--- config.mk ---
export PLATFORM = sky130hd
export DESIGN_NAME = lif_sweep_scheduler
export DESIGN_NICKNAME = d
export VERILOG_FILES = /design/src/rtl/lif_pkg.sv /design/src/rtl/lif_spike_fifo.sv /design/src/rtl/lif_sweep_scheduler.sv
export SDC_FILE = /design/constraint.sdc
export NUM_CORES = 1
export LEC_CHECK = 0
export ABC_AREA = 1
export CAP_MARGIN = 25
export CORE_ASPECT_RATIO = 0.5
export CORE_MARGIN = 2
export CORE_UTILIZATION = 45
export DETAILED_ROUTE_END_ITERATION = 6
export PLACE_DENSITY = 0.71
export SETUP_SLACK_MARGIN = 0.05
export SYNTH_ARGS = -nofsm -noshare
export SYNTH_HDL_FRONTEND = slang
export SYNTH_HIERARCHICAL = 1
export SYNTH_SLANG_ARGS = --single-unit
--- constraint.sdc ---
create_clock -name clk -period 11.8 [get_ports clk]
set_clock_uncertainty 0.1 [all_clocks]
set_input_delay 2.36 -clock clk [delete_from_list [all_inputs] [get_ports clk]]
set_output_delay 2.36 -clock clk [all_outputs]
set_load 0.01 [all_outputs]
--- src/rtl/lif_pkg.sv ---
// Shared types, defaults and the LIF update step for the sweep scheduler.
// Exports: state_t (IDLE/SWEEP), LIF_THRESHOLD, LIF_LEAK_SHIFT, lif_step().
package lif_pkg;

   typedef enum logic {
      IDLE  = 1'b0,
      SWEEP = 1'b1
   } state_t;

   localparam int LIF_THRESHOLD  = 200;
   localparam int LIF_LEAK_SHIFT = 3;

   // Returns {spike, v_next}. The leak never underflows because
   // v >> shift <= v; the sum is held at 9 bits to catch overflow.
   function automatic logic [8:0] lif_step(
      input logic [7:0] v,
      input logic [7:0] cur,
      input logic [7:0] thr,
      input logic [2:0] shift
   );
      logic [7:0] vl;
      logic [8:0] sum;
      vl  = v - (v >> shift);
      sum = {1'b0, vl} + {1'b0, cur};
      if (sum >= {1'b0, thr}) begin
         return {1'b1, 8'd0};
      end
      return {1'b0, sum[7:0]};
   endfunction

endpackage

--- src/rtl/lif_spike_fifo.sv ---
// Small spike FIFO with a registered head word (DEPTH power of two, >= 2).
// Ports: clk, rst_i (sync, high), push_i/data_i/full_o, pop_i/empty_o, head_o.
module lif_spike_fifo
   import lif_pkg::*;
#(
   parameter int W     = 3,
   parameter int DEPTH = 4
) (
   input  logic         clk,
   input  logic         rst_i,
   input  logic         push_i,
   input  logic [W-1:0] data_i,
   output logic         full_o,
   input  logic         pop_i,
   output logic         empty_o,
   output logic [W-1:0] head_o
);

   localparam int AW = (DEPTH > 1) ? $clog2(DEPTH) : 1;

   logic [W-1:0]  mem_q [DEPTH];
   logic [AW-1:0] wr_q;
   logic [AW-1:0] rd_q;
   logic [AW-1:0] rd_nxt;
   logic [AW:0]   cnt_q;
   logic [W-1:0]  head_q;
   logic [W-1:0]  head_d;
   logic          push_ok;
   logic          pop_ok;

   assign full_o  = (cnt_q == (AW+1)'(DEPTH));
   assign empty_o = (cnt_q == '0);
   assign head_o  = head_q;

   // The head register always mirrors mem_q[rd_q] while non-empty,
   // so the consumer sees a flop output rather than a read mux.
   always_comb begin
      push_ok = push_i && !full_o;
      pop_ok  = pop_i && !empty_o;
      rd_nxt  = rd_q + 1'b1;
      head_d  = head_q;
      if (pop_ok) begin
         if (cnt_q > (AW+1)'(1)) begin
            head_d = mem_q[rd_nxt];
         end else if (push_ok) begin
            head_d = data_i;
         end
      end else if (empty_o && push_ok) begin
         head_d = data_i;
      end
   end

   always_ff @(posedge clk) begin
      if (rst_i) begin
         wr_q   <= '0;
         rd_q   <= '0;
         cnt_q  <= '0;
         head_q <= '0;
      end else begin
         if (push_ok) begin
            mem_q[wr_q] <= data_i;
            wr_q        <= wr_q + 1'b1;
         end
         if (pop_ok) begin
            rd_q <= rd_nxt;
         end
         cnt_q  <= cnt_q + (AW+1)'(push_ok) - (AW+1)'(pop_ok);
         head_q <= head_d;
      end
   end

endmodule

--- src/rtl/lif_sweep_scheduler.sv ---
// Time-multiplexed LIF scheduler: one datapath sweeps N_NEURONS states per tick.
// Ports: clk, rst, tick, cur_idx/cur_in, spike_valid/ready/idx, busy, overrun, dbg_sel/state.
module lif_sweep_scheduler
   import lif_pkg::*;
#(
   parameter int N_NEURONS  = 8,
   parameter int THRESHOLD  = LIF_THRESHOLD,
   parameter int LEAK_SHIFT = LIF_LEAK_SHIFT,
   parameter int FIFO_DEPTH = 4,
   localparam int IW        = $clog2(N_NEURONS)
) (
   input  logic          clk,
   input  logic          rst,
   input  logic          tick,
   output logic [IW-1:0] cur_idx,
   input  logic [7:0]    cur_in,
   output logic          spike_valid,
   input  logic          spike_ready,
   output logic [IW-1:0] spike_idx,
   output logic          busy,
   output logic          overrun,
   input  logic [IW-1:0] dbg_sel,
   output logic [7:0]    dbg_state
);

   localparam logic [7:0]    THR8  = 8'(THRESHOLD);
   localparam logic [2:0]    SH3   = 3'(LEAK_SHIFT);
   localparam logic [IW-1:0] LASTI = IW'(N_NEURONS - 1);

   state_t        state_q;
   logic [IW-1:0] idx_q;
   logic [7:0]    st_q [N_NEURONS];
   logic          ovr_q;

   logic [8:0]    step;
   logic          fire;
   logic          stall;
   logic          commit;
   logic          push;
   logic          fifo_full;
   logic          fifo_empty;

   // Stall uses the count before any same-cycle pop, so a full
   // FIFO holds the sweep for at least one cycle.
   always_comb begin
      step   = lif_step(st_q[idx_q], cur_in, THR8, SH3);
      fire   = (state_q == SWEEP) && step[8];
      stall  = fire && fifo_full;
      commit = (state_q == SWEEP) && !stall;
      push   = fire && !stall;
   end

   always_ff @(posedge clk) begin
      if (rst) begin
         state_q <= IDLE;
         idx_q   <= '0;
         ovr_q   <= 1'b0;
         for (int i = 0; i < N_NEURONS; i++) begin
            st_q[i] <= '0;
         end
      end else begin
         unique case (state_q)
            IDLE: begin
               if (tick) begin
                  state_q <= SWEEP;
                  idx_q   <= '0;
               end
            end
            SWEEP: begin
               if (tick) begin
                  ovr_q <= 1'b1;
               end
               if (commit) begin
                  st_q[idx_q] <= step[7:0];
                  if (idx_q == LASTI) begin
                     state_q <= IDLE;
                     idx_q   <= '0;
                  end else begin
                     idx_q <= idx_q + 1'b1;
                  end
               end
            end
            default: state_q <= IDLE;
         endcase
      end
   end

   assign busy        = (state_q == SWEEP);
   assign cur_idx     = idx_q;
   assign overrun     = ovr_q;
   assign dbg_state   = st_q[dbg_sel];
   assign spike_valid = !fifo_empty;

   lif_spike_fifo #(
      .W     (IW),
      .DEPTH (FIFO_DEPTH)
   ) u_fifo (
      .clk     (clk),
      .rst_i   (rst),
      .push_i  (push),
      .data_i  (idx_q),
      .full_o  (fifo_full),
      .pop_i   (spike_ready),
      .empty_o (fifo_empty),
      .head_o  (spike_idx)
   );

endmodule

==> impl_metrics.csv <==
group,metric,value,unit
sta,period_share,61.06,%
sta,relSlewSlack,37.39,%
global_routing,antenna_found_initial,0,
sta,setup_viol,0,
clocking,clk_latency,0.35,ns
worst_setup_path,cp_top_family,"buffers and inverters",
global_routing,track_usage,21.64,%
pwr,leakage,0.002508,µW
sta,fin_crit,7.205,ns
global_routing,grt_max_degree,56,
global_routing,grt.overflow.total,0,
yosys,yosys_register_bits,94,
routing,drt_iter0_markers,452,
worst_setup_path,required,9.34,ns
pwr,ir_drop,0.0001610,V
global_routing,grt_pass1_wl,22500,µm
hold_path,hold_path.class,"flip-flop to flip-flop",
clocking,hold_buffers,0,
clocking,cts_buffer_depth,2,
clocking,tritoncts,"yes",
finish,final_common_cell,"nor2_1",
status,status,"complete, no violations",
clocking,root_buffer,"clkbuf_16",
clocking,clock-sinks,94,
routing,drc,0,
finish,layout_common_cells,"nor2_1, nand2_1, o21ai_0",
finish,drive_above_1_share,7.569,%
finish,final_nets,725,
yosys,synth-compound-area-share,15.20,%
routing,vias,4675,
yosys,syn-num-nets,703,
floorplanning,die_w,161.7,µm
sta,finalHoldViolCount,0,
job,drv_cap,0,
clocking,cts-htree-levels,3,
yosys,synth_area,0.005598,mm²
finish,diodes,0,
placed_design,routabilityCongestion,0.8738,
sta,rsz0062_at_grt,"no",
finish,area_growth,13.30,%
clocking,cts_setup_buffers,0,
floorplanning,die_y,82.87,µm
floorplanning,rows,28,
yosys,synthAdderAreaFrac,6.437,%
routing,wl_per_cell,16.41,µm
worst_setup_path,crit_buf_inv,4,
floorplanning,die-area,0.01340,mm²
placed_design,hpwl,9524,µm
global_routing,grt_pass1_vias,4451,
worst_setup_path,critPathSlowestCell,"clkdlybuf4s50_1",
worst_setup_path,worst_path_largest_cell_delay,0.51,ns
sta,slew_viol_final,0,
placed_design,port_buffers,31,
worst_setup_path,cp-start-kind,"input port",
pwr,p_total,1455,µW
sta,worst_pin_slew,0.9381,ns
worst_setup_path,crit_chain,"clkdlybuf4s50_1 > buf_4 > clkinv_1 > nor2_1 > o21ai_0 > nor2_1 > a31oi_1 > clkdlybuf4s50_1",
yosys,synth.yosys.seq_area_share,47.21,%
yosys,synth.avg_cell_area,8.469,µm²
clocking,post_cts_resized,0,
floorplanning,io_pins,32,
yosys,synthesis.instances,661,
worst_setup_path,worst-path-max-fanout,55,
clocking,cts_buffers,9,
routing,firstDrtPassIters,5,
routing,ant_nets,0,
yosys,synth_xor_area_share,1.095,%
clocking,clkTransAtPathRegs,0.06,ns
floorplanning,start_util,46.72,%
yosys,synth.area.mux_share,0,%
worst_setup_path,crit_arrival,4.75,ns
routing,drt_wl_total,13980,µm
yosys,yosysUniqueCellTypes,37,
yosys,yosys_warnings,6,
yosys,yosys.area_share.simple,22.75,%
yosys,synth_top_family_by_area,"simple AND/OR/NAND/NOR gates",
floorplanning,core,0.01198,mm²
sta,fmax,138.8,MHz
sta,finalSetupTns,0,ns
worst_setup_path,worstSetupPathType,"input port to primary output",
routing,vias_per_cell,5.487,
worst_setup_path,end_kind,"primary output",
pwr,power_density,229.4,mW/mm²
## where the power goes
group          switching (µW)  total, µW  internal (µW)
clock network             122        286            164
registers                22.7        414            392
logic                     528        755            227
## registers in the layout, summed over array words and instances, names as in the netlist, named ones only
register,cells
busy,1
cur_idx,3
overrun,1
st_q,64
u_fifo/cnt_q,3
u_fifo/head_o,3
u_fifo/mem_q,12
u_fifo/rd_q,2
u_fifo/wr_q,2
## synthesized netlist by cell type, drive strengths merged
library cell  instances  area share (%)
inv                  75             5.0
nand3                36             5.1
a21oi                49             4.6
edfxtp               76              41
clkbuf               17             1.1
fa                    3             1.1
ha                   24             5.4
a31oi                11             1.2
nand3b                2            0.27
xor2                  2            0.31
nor3                  9            0.80
buf                   7            0.94
o21ai                78             7.0
clkinv                3            0.20
nand4                 1            0.11
o211ai               12             1.6
nor2                111             7.6
nand2               115             8.4
dfxtp                18             6.4
o21a                  2            0.27
a211oi                1            0.13
or2                   3            0.38
xnor2                 5            0.78
a21boi                1            0.34
## tightest hold or removal path: cells and delay by family, from the launching register on
kind | cells | cell delay (ns)
flip-flops | 1 | 0.31
AND/OR/NAND/NOR | 1 | 0.06
AO/OA/AOI/OAI | 1 | 0.05
## cells by family (layout without fill, tap and decap cells)
family | after synthesis | in the layout
AO/OA/AOI/OAI | 154 | 154
buffers and inverters | 102 | 128
XOR/XNOR | 7 | 7
adder cells (fa/ha/maj) | 27 | 27
AND/OR/NAND/NOR | 277 | 277
flip-flops | 94 | 94
## path summary, 6_finish.rpt
| kind | start | slack [ns] | to | cells after the start |
|---|---|---|---|---|
| max reg2reg | flip-flop | 4.74 | u_fifo/cnt_q[2] | 30 |
| min reg2reg | u_fifo/head_o[0] | 0.36 | u_fifo/head_o[0] | 2 |
| min | u_fifo/head_o[0] | 0.36 | u_fifo/head_o[0] | 2 |
| max | dbg_sel[0] | 4.59 | dbg_state[2] | 8 |
## stage by stage
step                      hold slack [ns]  util, %  cells  setup WS, ns  area, µm²
after floorplan                    0.3873        -    661         5.925       5598
after global placement             0.3491    50.19    835         4.515       6013
after detailed placement           0.3570    50.31    836         4.642       6028
after CTS                          0.3686    52.70    851         4.634       6315
after global routing               0.3990    52.93    852         4.209       6342
final                              0.3645    52.93    852         4.595       6342
## final cells by class
cell class	count	area, µm²
Fill cell	1119	5639
Sequential cell	94	2643
Multi-Input combinational cell	465	2546
Timing Repair Buffer	35	367.9
Inverter	78	292.8
Clock buffer	10	229.0
Tap cell	165	206.4
Clock inverter	5	57.56
## layer usage
| layer | vias to the layer above | track usage, % | part of all wire, % |
|---|---|---|---|
| met5 | - | 0 | 0 |
| met4 | 0 | 5.551 | 1.1 |
| met3 | 16 | 5.994 | 9.9 |
| met2 | 223 | 35.55 | 46 |
| met1 | 2164 | 28.39 | 43 |
| li1 | 2272 | - | - |
No activity file was read; power rests on OpenSTA's default activity.
